File: src/rtl/spi_responder_pkg.sv
// Shared constants and state encoding for the SPI register-file responder.
package spi_responder_pkg;

    localparam int unsigned BYTE_BITS   = 8;
    localparam int unsigned CNT_BITS    = 3;

    localparam logic [7:0]  CMD_WRITE   = 8'h0A;
    localparam logic [7:0]  CMD_READ    = 8'h0B;

    localparam logic [7:0]  ID_BYTE0    = 8'hAD;
    localparam logic [7:0]  ID_BYTE1    = 8'h1D;
    localparam logic [7:0]  ID_BYTE2    = 8'hF2;
    localparam int unsigned ID_ADDR0    = 0;
    localparam int unsigned ID_ADDR1    = 1;
    localparam int unsigned ID_ADDR2    = 2;

    localparam int unsigned AXIS_X_ADDR = 8;
    localparam int unsigned AXIS_Y_ADDR = 9;
    localparam int unsigned AXIS_Z_ADDR = 10;
    localparam int unsigned AXIS_REGS   = 3;

    localparam int unsigned WR_BASE     = 32;
    localparam int unsigned WR_LAST     = 63;
    localparam int unsigned WR_DEPTH    = 32;
    localparam int unsigned WR_IDX_BITS = 5;

    typedef enum logic [2:0] {
        ST_IDLE,
        ST_CMD,
        ST_ADDR,
        ST_RDATA,
        ST_WDATA,
        ST_IGNORE
    } state_t;

endpackage

File: src/rtl/spi_input_sync.sv
// Synchronizes CS/SCLK/MOSI into the system clock domain and flags their edges.
module spi_input_sync #(
    parameter int unsigned SYNC_STAGES = 2
) (
    input  logic clk_i,
    input  logic rst_i,
    input  logic cs_i,
    input  logic sclk_i,
    input  logic mosi_i,
    output logic cs_o,
    output logic mosi_o,
    output logic sclk_rise_o,
    output logic sclk_fall_o,
    output logic cs_fall_o,
    output logic cs_rise_o
);

    logic [SYNC_STAGES-1:0] cs_sync_q, sclk_sync_q, mosi_sync_q;
    logic cs_prev_q, sclk_prev_q;
    logic mosi_q, sclk_rise_q, sclk_fall_q, cs_fall_q, cs_rise_q;
    logic cs_s, sclk_s;

    assign cs_s   = cs_sync_q[SYNC_STAGES-1];
    assign sclk_s = sclk_sync_q[SYNC_STAGES-1];

    // MOSI is registered alongside the edge flags so a rise sees the matching data bit.
    always_ff @(posedge clk_i or posedge rst_i) begin
        if (rst_i) begin
            cs_sync_q   <= '1;
            sclk_sync_q <= '0;
            mosi_sync_q <= '0;
            cs_prev_q   <= 1'b1;
            sclk_prev_q <= 1'b0;
            mosi_q      <= 1'b0;
            sclk_rise_q <= 1'b0;
            sclk_fall_q <= 1'b0;
            cs_fall_q   <= 1'b0;
            cs_rise_q   <= 1'b0;
        end else begin
            cs_sync_q   <= (cs_sync_q << 1) | SYNC_STAGES'(cs_i);
            sclk_sync_q <= (sclk_sync_q << 1) | SYNC_STAGES'(sclk_i);
            mosi_sync_q <= (mosi_sync_q << 1) | SYNC_STAGES'(mosi_i);
            cs_prev_q   <= cs_s;
            sclk_prev_q <= sclk_s;
            mosi_q      <= mosi_sync_q[SYNC_STAGES-1];
            sclk_rise_q <= sclk_s & ~sclk_prev_q;
            sclk_fall_q <= ~sclk_s & sclk_prev_q;
            cs_fall_q   <= ~cs_s & cs_prev_q;
            cs_rise_q   <= cs_s & ~cs_prev_q;
        end
    end

    assign cs_o        = cs_s;
    assign mosi_o      = mosi_q;
    assign sclk_rise_o = sclk_rise_q;
    assign sclk_fall_o = sclk_fall_q;
    assign cs_fall_o   = cs_fall_q;
    assign cs_rise_o   = cs_rise_q;

endmodule

File: src/rtl/spi_responder.sv
// SPI mode-0 responder with a byte register file: ID bytes, axis samples and a writable window.
module spi_responder
    import spi_responder_pkg::*;
#(
    parameter int unsigned ADDR_BITS   = 6,
    parameter int unsigned SYNC_STAGES = 2
) (
    input  logic                 clk_i,
    input  logic                 rst_i,
    input  logic                 cs_i,
    input  logic                 sclk_i,
    input  logic                 mosi_i,
    output logic                 miso_o,
    input  logic                 sample_valid_i,
    input  logic [7:0]           sample_x_i,
    input  logic [7:0]           sample_y_i,
    input  logic [7:0]           sample_z_i,
    output logic                 wr_strobe_o,
    output logic [ADDR_BITS-1:0] wr_addr_o,
    output logic [7:0]           wr_data_o,
    output logic                 busy_o
);

    logic cs_s, mosi_s, sclk_rise, sclk_fall, cs_fall, cs_rise;

    spi_input_sync #(
        .SYNC_STAGES(SYNC_STAGES)
    ) u_sync (
        .clk_i      (clk_i),
        .rst_i      (rst_i),
        .cs_i       (cs_i),
        .sclk_i     (sclk_i),
        .mosi_i     (mosi_i),
        .cs_o       (cs_s),
        .mosi_o     (mosi_s),
        .sclk_rise_o(sclk_rise),
        .sclk_fall_o(sclk_fall),
        .cs_fall_o  (cs_fall),
        .cs_rise_o  (cs_rise)
    );

    state_t                 state_q, state_d;
    logic [CNT_BITS-1:0]    cnt_q, cnt_d;
    logic [BYTE_BITS-2:0]   rx_q, rx_d;
    logic [BYTE_BITS-1:0]   sh_q, sh_d;
    logic [ADDR_BITS-1:0]   ptr_q, ptr_d;
    logic                   cmd_rd_q, cmd_rd_d;
    logic                   miso_q, miso_d;
    logic                   wr_strobe_q, wr_strobe_d;
    logic [ADDR_BITS-1:0]   wr_addr_q, wr_addr_d;
    logic [7:0]             wr_data_q, wr_data_d;
    logic                   busy_q, busy_d;
    logic [7:0]             wregs_q [WR_DEPTH];
    logic [7:0]             wregs_d [WR_DEPTH];
    logic [7:0]             axis_q  [AXIS_REGS];
    logic [7:0]             axis_d  [AXIS_REGS];

    logic [BYTE_BITS-1:0]   rx_next;
    logic [ADDR_BITS-1:0]   ptr_inc, rd_addr;
    logic [7:0]             rd_data;
    logic                   byte_done, wr_hit;

    assign rx_next   = {rx_q, mosi_s};
    assign ptr_inc   = ptr_q + ADDR_BITS'(1);
    assign byte_done = sclk_rise && (cnt_q == CNT_BITS'(7));
    assign wr_hit    = (32'(ptr_q) >= WR_BASE) && (32'(ptr_q) <= WR_LAST);

    // Byte fetched for the next read: the freshly received address, or the next burst slot.
    always_comb begin
        rd_addr = (state_q == ST_ADDR) ? ADDR_BITS'(rx_next) : ptr_inc;
        rd_data = '0;
        if (32'(rd_addr) == ID_ADDR0) begin
            rd_data = ID_BYTE0;
        end else if (32'(rd_addr) == ID_ADDR1) begin
            rd_data = ID_BYTE1;
        end else if (32'(rd_addr) == ID_ADDR2) begin
            rd_data = ID_BYTE2;
        end else if (32'(rd_addr) == AXIS_X_ADDR) begin
            rd_data = axis_q[0];
        end else if (32'(rd_addr) == AXIS_Y_ADDR) begin
            rd_data = axis_q[1];
        end else if (32'(rd_addr) == AXIS_Z_ADDR) begin
            rd_data = axis_q[2];
        end else if ((32'(rd_addr) >= WR_BASE) && (32'(rd_addr) <= WR_LAST)) begin
            rd_data = wregs_q[rd_addr[WR_IDX_BITS-1:0]];
        end
    end

    always_comb begin
        state_d     = state_q;
        cnt_d       = cnt_q;
        rx_d        = rx_q;
        sh_d        = sh_q;
        ptr_d       = ptr_q;
        cmd_rd_d    = cmd_rd_q;
        miso_d      = miso_q;
        wr_strobe_d = 1'b0;
        wr_addr_d   = wr_addr_q;
        wr_data_d   = wr_data_q;
        busy_d      = ~cs_s;
        wregs_d     = wregs_q;
        axis_d      = axis_q;

        if (sample_valid_i) begin
            axis_d[0] = sample_x_i;
            axis_d[1] = sample_y_i;
            axis_d[2] = sample_z_i;
        end

        // A deasserted CS drops any partial byte before it can be committed.
        if (cs_s || cs_rise) begin
            state_d = ST_IDLE;
            miso_d  = 1'b0;
        end else begin
            if (state_q != ST_RDATA) begin
                miso_d = 1'b0;
            end
            if (sclk_rise && (state_q != ST_IDLE)) begin
                rx_d  = rx_next[BYTE_BITS-2:0];
                cnt_d = cnt_q + CNT_BITS'(1);
            end
            case (state_q)
                ST_IDLE: begin
                    if (cs_fall) begin
                        state_d = ST_CMD;
                        cnt_d   = '0;
                    end
                end
                ST_CMD: begin
                    if (byte_done) begin
                        cmd_rd_d = (rx_next == CMD_READ);
                        state_d  = ((rx_next == CMD_READ) || (rx_next == CMD_WRITE)) ? ST_ADDR
                                                                                     : ST_IGNORE;
                    end
                end
                ST_ADDR: begin
                    if (byte_done) begin
                        ptr_d = rd_addr;
                        if (cmd_rd_q) begin
                            state_d = ST_RDATA;
                            sh_d    = rd_data;
                        end else begin
                            state_d = ST_WDATA;
                        end
                    end
                end
                ST_RDATA: begin
                    if (sclk_fall) begin
                        miso_d = sh_q[7];
                        sh_d   = {sh_q[6:0], 1'b0};
                    end
                    if (byte_done) begin
                        ptr_d = ptr_inc;
                        sh_d  = rd_data;
                    end
                end
                ST_WDATA: begin
                    if (byte_done) begin
                        if (wr_hit) begin
                            wregs_d[ptr_q[WR_IDX_BITS-1:0]] = rx_next;
                            wr_strobe_d = 1'b1;
                            wr_addr_d   = ptr_q;
                            wr_data_d   = rx_next;
                        end
                        ptr_d = ptr_inc;
                    end
                end
                ST_IGNORE: begin
                    miso_d = 1'b0;
                end
                default: begin
                    state_d = ST_IDLE;
                end
            endcase
        end
    end

    always_ff @(posedge clk_i or posedge rst_i) begin
        if (rst_i) begin
            state_q     <= ST_IDLE;
            cnt_q       <= '0;
            rx_q        <= '0;
            sh_q        <= '0;
            ptr_q       <= '0;
            cmd_rd_q    <= 1'b0;
            miso_q      <= 1'b0;
            wr_strobe_q <= 1'b0;
            wr_addr_q   <= '0;
            wr_data_q   <= '0;
            busy_q      <= 1'b0;
            wregs_q     <= '{default: '0};
            axis_q      <= '{default: '0};
        end else begin
            state_q     <= state_d;
            cnt_q       <= cnt_d;
            rx_q        <= rx_d;
            sh_q        <= sh_d;
            ptr_q       <= ptr_d;
            cmd_rd_q    <= cmd_rd_d;
            miso_q      <= miso_d;
            wr_strobe_q <= wr_strobe_d;
            wr_addr_q   <= wr_addr_d;
            wr_data_q   <= wr_data_d;
            busy_q      <= busy_d;
            wregs_q     <= wregs_d;
            axis_q      <= axis_d;
        end
    end

    assign miso_o      = miso_q;
    assign wr_strobe_o = wr_strobe_q;
    assign wr_addr_o   = wr_addr_q;
    assign wr_data_o   = wr_data_q;
    assign busy_o      = busy_q;

endmodule

File: config.mk
export PLATFORM = sky130hd
export DESIGN_NAME = spi_responder
export DESIGN_NICKNAME = d
export VERILOG_FILES = /design/src/rtl/spi_responder_pkg.sv /design/src/rtl/spi_input_sync.sv /design/src/rtl/spi_responder.sv
export SDC_FILE = /design/constraint.sdc
export NUM_CORES = 1
export LEC_CHECK = 0
export CAP_MARGIN = 0
export CORE_UTILIZATION = 55
export CTS_BUF_LIST = sky130_fd_sc_hd__clkbuf_8
export DETAILED_ROUTE_END_ITERATION = 10
export GPL_TIMING_DRIVEN = 0
export PLACE_DENSITY = 0.72
export SLEW_MARGIN = 20
export SYNTH_ARGS = -nofsm -noshare
export SYNTH_HDL_FRONTEND = slang
export SYNTH_SLANG_ARGS = --single-unit
File: constraint.sdc
create_clock -name clk_i -period 30.2 [get_ports clk_i]
set_input_delay 3.02 -clock clk_i [delete_from_list [all_inputs] [get_ports clk_i]]
set_output_delay 3.02 -clock clk_i [all_outputs]
set_load 0.01 [all_outputs]
==> impl_metrics.py, run 1 <==
metrics = {
    "status": {
        "status": "complete, no violations",
    },
    "final_layout": {
        "synthToLayoutAreaGrowth_pct": 13.2,
        "drive_gt1_share_pct": 27.9,
        "finalNetCount": 1491,
    },
    "critical_path": {
        "cp-start-kind": "flip-flop",
        "critPathLaunch": "wr_addr_o[1]",
        "critical_path_buf_inv_count": 1,
        "r2r-start": "ptr_q[0]",
        "critPathKind": "flip-flop to output port",
        "rrSetupSlack_ns": 25.86,
        "critical-path-top-delay-family": "buffers and inverters",
        "worstSetupEndpoint": "wr_addr_o[1]",
        "cp_slowest_stage_delay_ns": 0.54,
        "crit_arrival_ns": 1.50,
        "cp_slowest_cell": "clkdlybuf4s50_1",
        "path_depth": 1,
        "r2r-end": "sh_q[1]",
        "reg2reg_depth": 10,
        "crit_required_ns": 27.18,
        "path_cells": "clkdlybuf4s50_1",
        "worst_setup_path_end_kind": "output port",
        "cp_max_fo": 2,
    },
    "yosys": {
        "synth_area_per_cell_um2": 11.9,
        "synth_cells": 1349,
        "synth_area_mm2": 0.0161,
        "synthTopCellsByArea": "dfrtp_1 (52%), mux2_2 (19%), mux2i_1 (5.1%)",
        "synth_edf_count": 0,
        "yosys_register_bits": 338,
        "synthArstFlopShare_pct": 100,
        "synth_top_area_cell": "dfrtp_1",
        "yosysWarnings": 0,
        "synthFlopType": "dfrtp_1",
        "synth.top_cell.area_share_pct": 52.2,
        "ys_types": 62,
        "ys_seq_area_share_pct": 52.7,
        "synthesis.nets": 1385,
    },
    "placed_design": {
        "portBuffers": 45,
        "hpwlAfterDp_mm": 31.9,
        "place_congestion": 0.931,
    },
    "detailed_routing": {
        "firstDrtPassIters": 7,
        "avgViaCountPerCell": 6.29,
        "drt-initial-drc-count": 1195,
        "via_count": 11800,
        "drtAntennaViolNets": 0,
        "drt_wl_total_mm": 47.5,
        "wl_per_cell_um": 25.2,
        "drcViolationCount": 0,
    },
    "floorplan": {
        "die_w_um": 173,
        "dieArea_mm2": 0.0299,
        "rows": 62,
        "die_height_um": 173,
        "ios": 47,
        "core_area_mm2": 0.0287,
        "initial_core_util_pct": 56.0,
    },
    "clocking": {
        "cts_resized": 0,
        "htreeDepth": 2,
        "cts_buffers": 56,
        "post_cts_buffers": 0,
        "clkLatencyLatePin_ns": 0.61,
        "cts_tree": "yes",
        "clock-sinks": 338,
        "clockRootBuffer": "clkbuf_8",
        "cts_buffer_depth": 3,
        "cts_hold_buf": 0,
        "clkTransAtPathRegs_ns": 0.06,
    },
    "grt": {
        "grt_pass1_vias": 12000,
        "antenna_found_initial": 0,
        "grt_max_degree": 97,
        "grt_remaining_overflow": 0,
        "grt_pass1_wl_mm": 72.6,
        "grt_use_total_pct": 32.4,
    },
    "timing": {
        "whs_ns": 0.346,
        "worstMarginPinSlew_ns": 1.05,
        "finalHoldViolations": 0,
        "max_freq_mhz": 221,
        "finalCritPeriodShare_pct": 15.0,
        "setup_viol": 0,
        "worst_clock_skew_ns": 0.0357,
        "period_minus_slack_ns": 4.52,
        "tns_ns": 0,
        "relSlewSlack_pct": 29.7,
        "rsz0062_at_grt": "no",
        "final-max-slew-violation-count": 0,
    },
    "job": {
        "maxCapViolCount": 0,
    },
    "power": {
        "peakVddDrop_uv": 30.4,
        "p_leak_uw": 0.00902,
        "powerDensity_mw_per_mm2": 48.9,
    },
    "worst_hold_path": {
        "hold_depth": 0,
        "hold_path.class": "flip-flop to flip-flop",
    },
}
## registers in the layout (all words and copies together) (netlist names), 2 cells and up
register,flops
sh_q,8
wr_data_o,8
axis_q,24
rx_q,7
wr_addr_o,6
u_sync.sclk_sync_q,2
u_sync.mosi_sync_q,2
u_sync.cs_sync_q,2
state_q,3
ptr_q,6
wregs_q,256
cnt_q,3
## routing by layer
layer  up-vias  wire length, µm  GRT usage, %  share of wire (%)
met1      6026            19400          43.2                 41
met4         0             2640          17.6                5.6
met3       165             4130          6.93                8.7
met2       594            21300          49.7                 45
li1       5060                -             -                  -
met5         -                0             0                  0
## cells by family after synthesis
kind of cell,synth area share (%)
compound gates,5.75
mux,27.4
buf+inv,3.01
flops,52.7
xor+xnor,0.164
fa+ha+maj,0.467
simple gates,10.5
## final cells by class
class,instances,area (µm²)
multi-input combinational,905,7120
timing repair buffer,48,533
antenna,1,2.50
inverter,9,41.3
clock buffer,70,963
sequential,338,8460
clock inverter,32,138
fill,2298,10500
tap,384,480
buffer,97,450
## stage by stage
stage	worst slack [ns]	cells	util (%)	total power, µW	instance area, µm²
finish	25.68	1884	63.4	890	18200
global route	25.63	1883	63.4	917	18200
CTS	25.66	1883	63.4	894	18200
detailed placement	25.21	1781	59.5	505	17100
global placement	13.89	1778	59.2	502	17000
floorplan	17.82	1349	-	489	16100
## worst min-delay path by stage
stage,endpoint,start
2_1_floorplan,u_sync.mosi_o,u_sync.mosi_sync_q[1]
3_3_place_gp,u_sync.mosi_o,u_sync.mosi_sync_q[1]
3_5_place_dp,u_sync.mosi_o,u_sync.mosi_sync_q[1]
4_1_cts,u_sync.mosi_o,u_sync.mosi_sync_q[1]
5_1_grt,u_sync.mosi_o,u_sync.mosi_sync_q[1]
6_report,u_sync.mosi_o,u_sync.mosi_sync_q[1]
## cells in the final DEF (no fill, tap or decap), drive strengths merged, types with 4 or more instances in the layout
cell type,synthesis,final
a211oi,14,14
a21o,4,4
a21oi,22,22
a221oi,5,5
a311o,9,9
a311oi,8,8
a31oi,10,10
and2,6,6
and3,16,16
buf,44,47
clkbuf,53,123
clkdlybuf4s50,0,45
clkinv,0,5
dfrtp,335,335
ha,6,6
inv,9,33
mux2,303,303
mux2i,84,84
mux4,6,6
nand2,197,197
nand3,78,78
nor2,34,34
nor2b,11,11
nor3,4,4
nor3b,5,5
o211ai,6,6
o21ai,24,24
o22ai,8,8
or3,8,8
## synth_stat cells (3+ instances only)
| library cell | instances |
|---|---|
| a311o_1 | 9 |
| and3_1 | 16 |
| dfstp_2 | 3 |
| buf_6 | 3 |
| nand2_1 | 197 |
| o211ai_1 | 5 |
| dfrtp_1 | 335 |
| clkbuf_1 | 53 |
| nor3b_1 | 5 |
| mux2_2 | 272 |
| buf_4 | 6 |
| ha_1 | 6 |
| nor3_1 | 4 |
| nor2b_1 | 11 |
| a311oi_1 | 8 |
| nand3_1 | 78 |
| a21o_1 | 4 |
| a31oi_1 | 10 |
| a22o_1 | 3 |
| mux4_2 | 6 |
| mux2i_1 | 82 |
| nor2_1 | 34 |
| a211oi_1 | 14 |
| or3_1 | 8 |
| mux2_1 | 30 |
| inv_1 | 9 |
| o22a_1 | 3 |
| o21ai_0 | 21 |
| a21oi_1 | 20 |
| o2111ai_1 | 3 |
| o21ai_1 | 3 |
| a221oi_1 | 5 |
| buf_2 | 33 |
| and2_1 | 5 |
| o22ai_1 | 8 |
## where the power goes
group          internal (µW)  switching, µW  total (µW)
sequential               459           3.82         463
clock                    208            186         394
combinational           11.3           22.6        34.0
total                    678            213         890
No activity file was read; power rests on OpenSTA's default activity.
==> run 2: changes to the inputs <==
- clock period: 30.2 -> 4.5 ns (I/O delays scaled with it)
==> impl_metrics.py, run 2 (same netlist as run 1, synthesis figures left out) <==
metrics = {
    "grt": {
        "grt_remaining_overflow": 0,
        "antenna_found_initial": 1,
        "grt_max_degree": 36,
        "grt_pass1_wl_mm": 73.0,
        "grt_pass1_vias": 12000,
        "grt_use_total_pct": 32.6,
    },
    "placed_design": {
        "placed_cells": 1789,
        "place_congestion": 0.942,
        "hpwlAfterDp_mm": 32.7,
        "portBuffers": 45,
        "dpl-instance-area_mm2": 0.0172,
    },
    "final_layout": {
        "antenna_cells": 0,
        "fillCellCount": 2215,
        "final_common_cell": "dfrtp_1",
        "top_register": "wregs_q",
        "fin_area_mm2": 0.0183,
        "top_regs": "wregs_q x256, axis_q x24",
        "synthToLayoutAreaGrowth_pct": 14.1,
        "final_cell_mix": "dfrtp_1 (335), mux2_2 (272), nand2_1 (197), mux2i_1 (82), nand3_1 (78)",
        "drive_gt1_share_pct": 28.4,
        "largest_register_ffs": 256,
        "finalNetCount": 1498,
        "layout.cells.non_filler": 1889,
    },
    "clocking": {
        "clock-sinks": 338,
        "cts_hold_buf": 0,
        "clkTransAtPathRegs_ns": 0.06,
        "cts_buffers": 55,
        "cts_buffer_depth": 3,
        "cts_tree": "yes",
        "htreeDepth": 2,
        "clockRootBuffer": "clkbuf_8",
        "post_cts_buffers": 0,
        "clkLatencyLatePin_ns": 0.60,
        "cts_resized": 0,
    },
    "detailed_routing": {
        "via_count": 11800,
        "drt_wl_total_mm": 47.8,
        "drcViolationCount": 0,
        "wl_per_cell_um": 25.3,
        "firstDrtPassIters": 7,
        "drt-initial-drc-count": 1243,
        "avgViaCountPerCell": 6.27,
        "drtAntennaViolNets": 0,
    },
    "critical_path": {
        "crit_arrival_ns": 4.77,
        "critical_path_buf_inv_count": 4,
        "path_cells": "clkbuf_1, inv_1, ha_1, mux2i_2, buf_2, clkbuf_1, nand3_1, nand3_1, o211ai_1, a221oi_1, a21oi_1",
        "cp_max_fo": 10,
        "critPathKind": "flip-flop to flip-flop",
        "worst_setup_path_end_kind": "flip-flop",
        "crit_required_ns": 4.95,
        "rrSetupSlack_ns": 0.17,
        "worstSetupEndpoint": "sh_q[1]",
        "path_depth": 11,
        "cp-start-kind": "flip-flop",
        "reg2reg_depth": 11,
        "critical-path-top-delay-family": "buffers and inverters",
        "r2r-end": "sh_q[1]",
        "r2r-start": "ptr_q[0]",
        "cp_slowest_cell": "clkbuf_1",
        "critPathLaunch": "ptr_q[0]",
        "cp_slowest_stage_delay_ns": 0.70,
    },
    "floorplan": {
        "die_height_um": 173,
        "ios": 47,
        "initial_core_util_pct": 56.0,
        "core_area_mm2": 0.0287,
        "dieArea_mm2": 0.0299,
        "rows": 62,
        "die_w_um": 173,
    },
    "timing": {
        "rsz0062_at_grt": "no",
        "worst_clock_skew_ns": 0.0346,
        "worstMarginPinSlew_ns": 1.02,
        "finalHoldViolations": 0,
        "relSlewSlack_pct": 31.4,
        "max_freq_mhz": 231,
        "setup_viol": 0,
        "period_minus_slack_ns": 4.33,
        "finalCritPeriodShare_pct": 96.2,
        "final-max-slew-violation-count": 0,
    },
    "job": {
        "maxCapViolCount": 0,
    },
    "power": {
        "powerDensity_mw_per_mm2": 326,
        "p_leak_uw": 0.00908,
        "peakVddDrop_uv": 217,
    },
    "status": {
        "status": "complete, no violations",
    },
    "worst_hold_path": {
        "hold_path.class": "input port to asynchronous set/reset pin",
    },
}
run 2: cell count changes in the layout (fill, tap and decap cells not counted), sizes merged:
cell and delta:
buf +8, bufinv +1, clkbuf -2, clkinv +5
clkinvlp -2, diode -1, inv -4
run 2: worst reg2reg max path: stages (launching register included):
cell,delay [ns]
dfrtp_1,0.50
clkbuf_1,0.48
inv_1,0.13
ha_1,0.36
mux2i_2,0.46
buf_2,0.46
clkbuf_1,0.70
nand3_1,0.16
nand3_1,0.19
o211ai_1,0.14
a221oi_1,0.49
a21oi_1,0.13
run 2: where the power goes:
group	switching (µW)	leakage (µW)	total [µW]	internal [µW]
sequential	25.1	0.00464	3100	3080
clock	1220	0.000654	2630	1410
combinational	152	0.00379	241	88.8
run 2: worst min-delay path by stage:
stage	endpoint	slack [ns]	cells past startpoint
global route	wregs_q[92]	0.19	2
CTS	wregs_q[118]	0.15	2
floorplan	u_sync.mosi_o	0.33	0
global placement	u_sync.mosi_sync_q[1]	0.34	0
finish	wregs_q[124]	0.17	2
detailed placement	u_sync.cs_sync_q[1]	0.35	0
run 2: cell type report:
type	instances	area [µm²]	share of cell area, %
Inverter	9	37.5	0.205
Sequential cell	338	8460	46.1
Clock inverter	32	159	0.867
Multi-Input combinational cell	905	7130	38.9
Clock buffer	68	936	5.10
Buffer	97	450	2.46
Timing Repair Buffer	56	686	3.74
Tap cell	384	480	2.62
run 2: per-stage QoR:
| step | hold slack (ns) | power (µW) | util (%) | setup WS [ns] | TNS, ns |
|---|---|---|---|---|---|
| 6_report | 0.166 | 5980 | 63.9 | 0.173 | 0 |
| 5_1_grt | 0.186 | 6180 | 63.9 | 0.0428 | 0 |
| 4_1_cts | 0.154 | 6020 | 63.9 | 0.343 | 0 |
| 3_5_place_dp | 0.348 | 3400 | 60.1 | 0.372 | 0 |
| 3_3_place_gp | 0.335 | 3370 | 59.2 | -2.73 | -905.68 |
| 2_1_floorplan | 0.331 | 3280 | - | -0.466 | -156.15 |
run 2: routing by layer:
metal	global-route usage (%)	vias up	routed length, µm
li1	-	5057	-
met1	42.6	5965	19100
met2	50.8	629	21700
met3	6.93	196	4140
met4	18.5	0	2800
met5	0	-	0
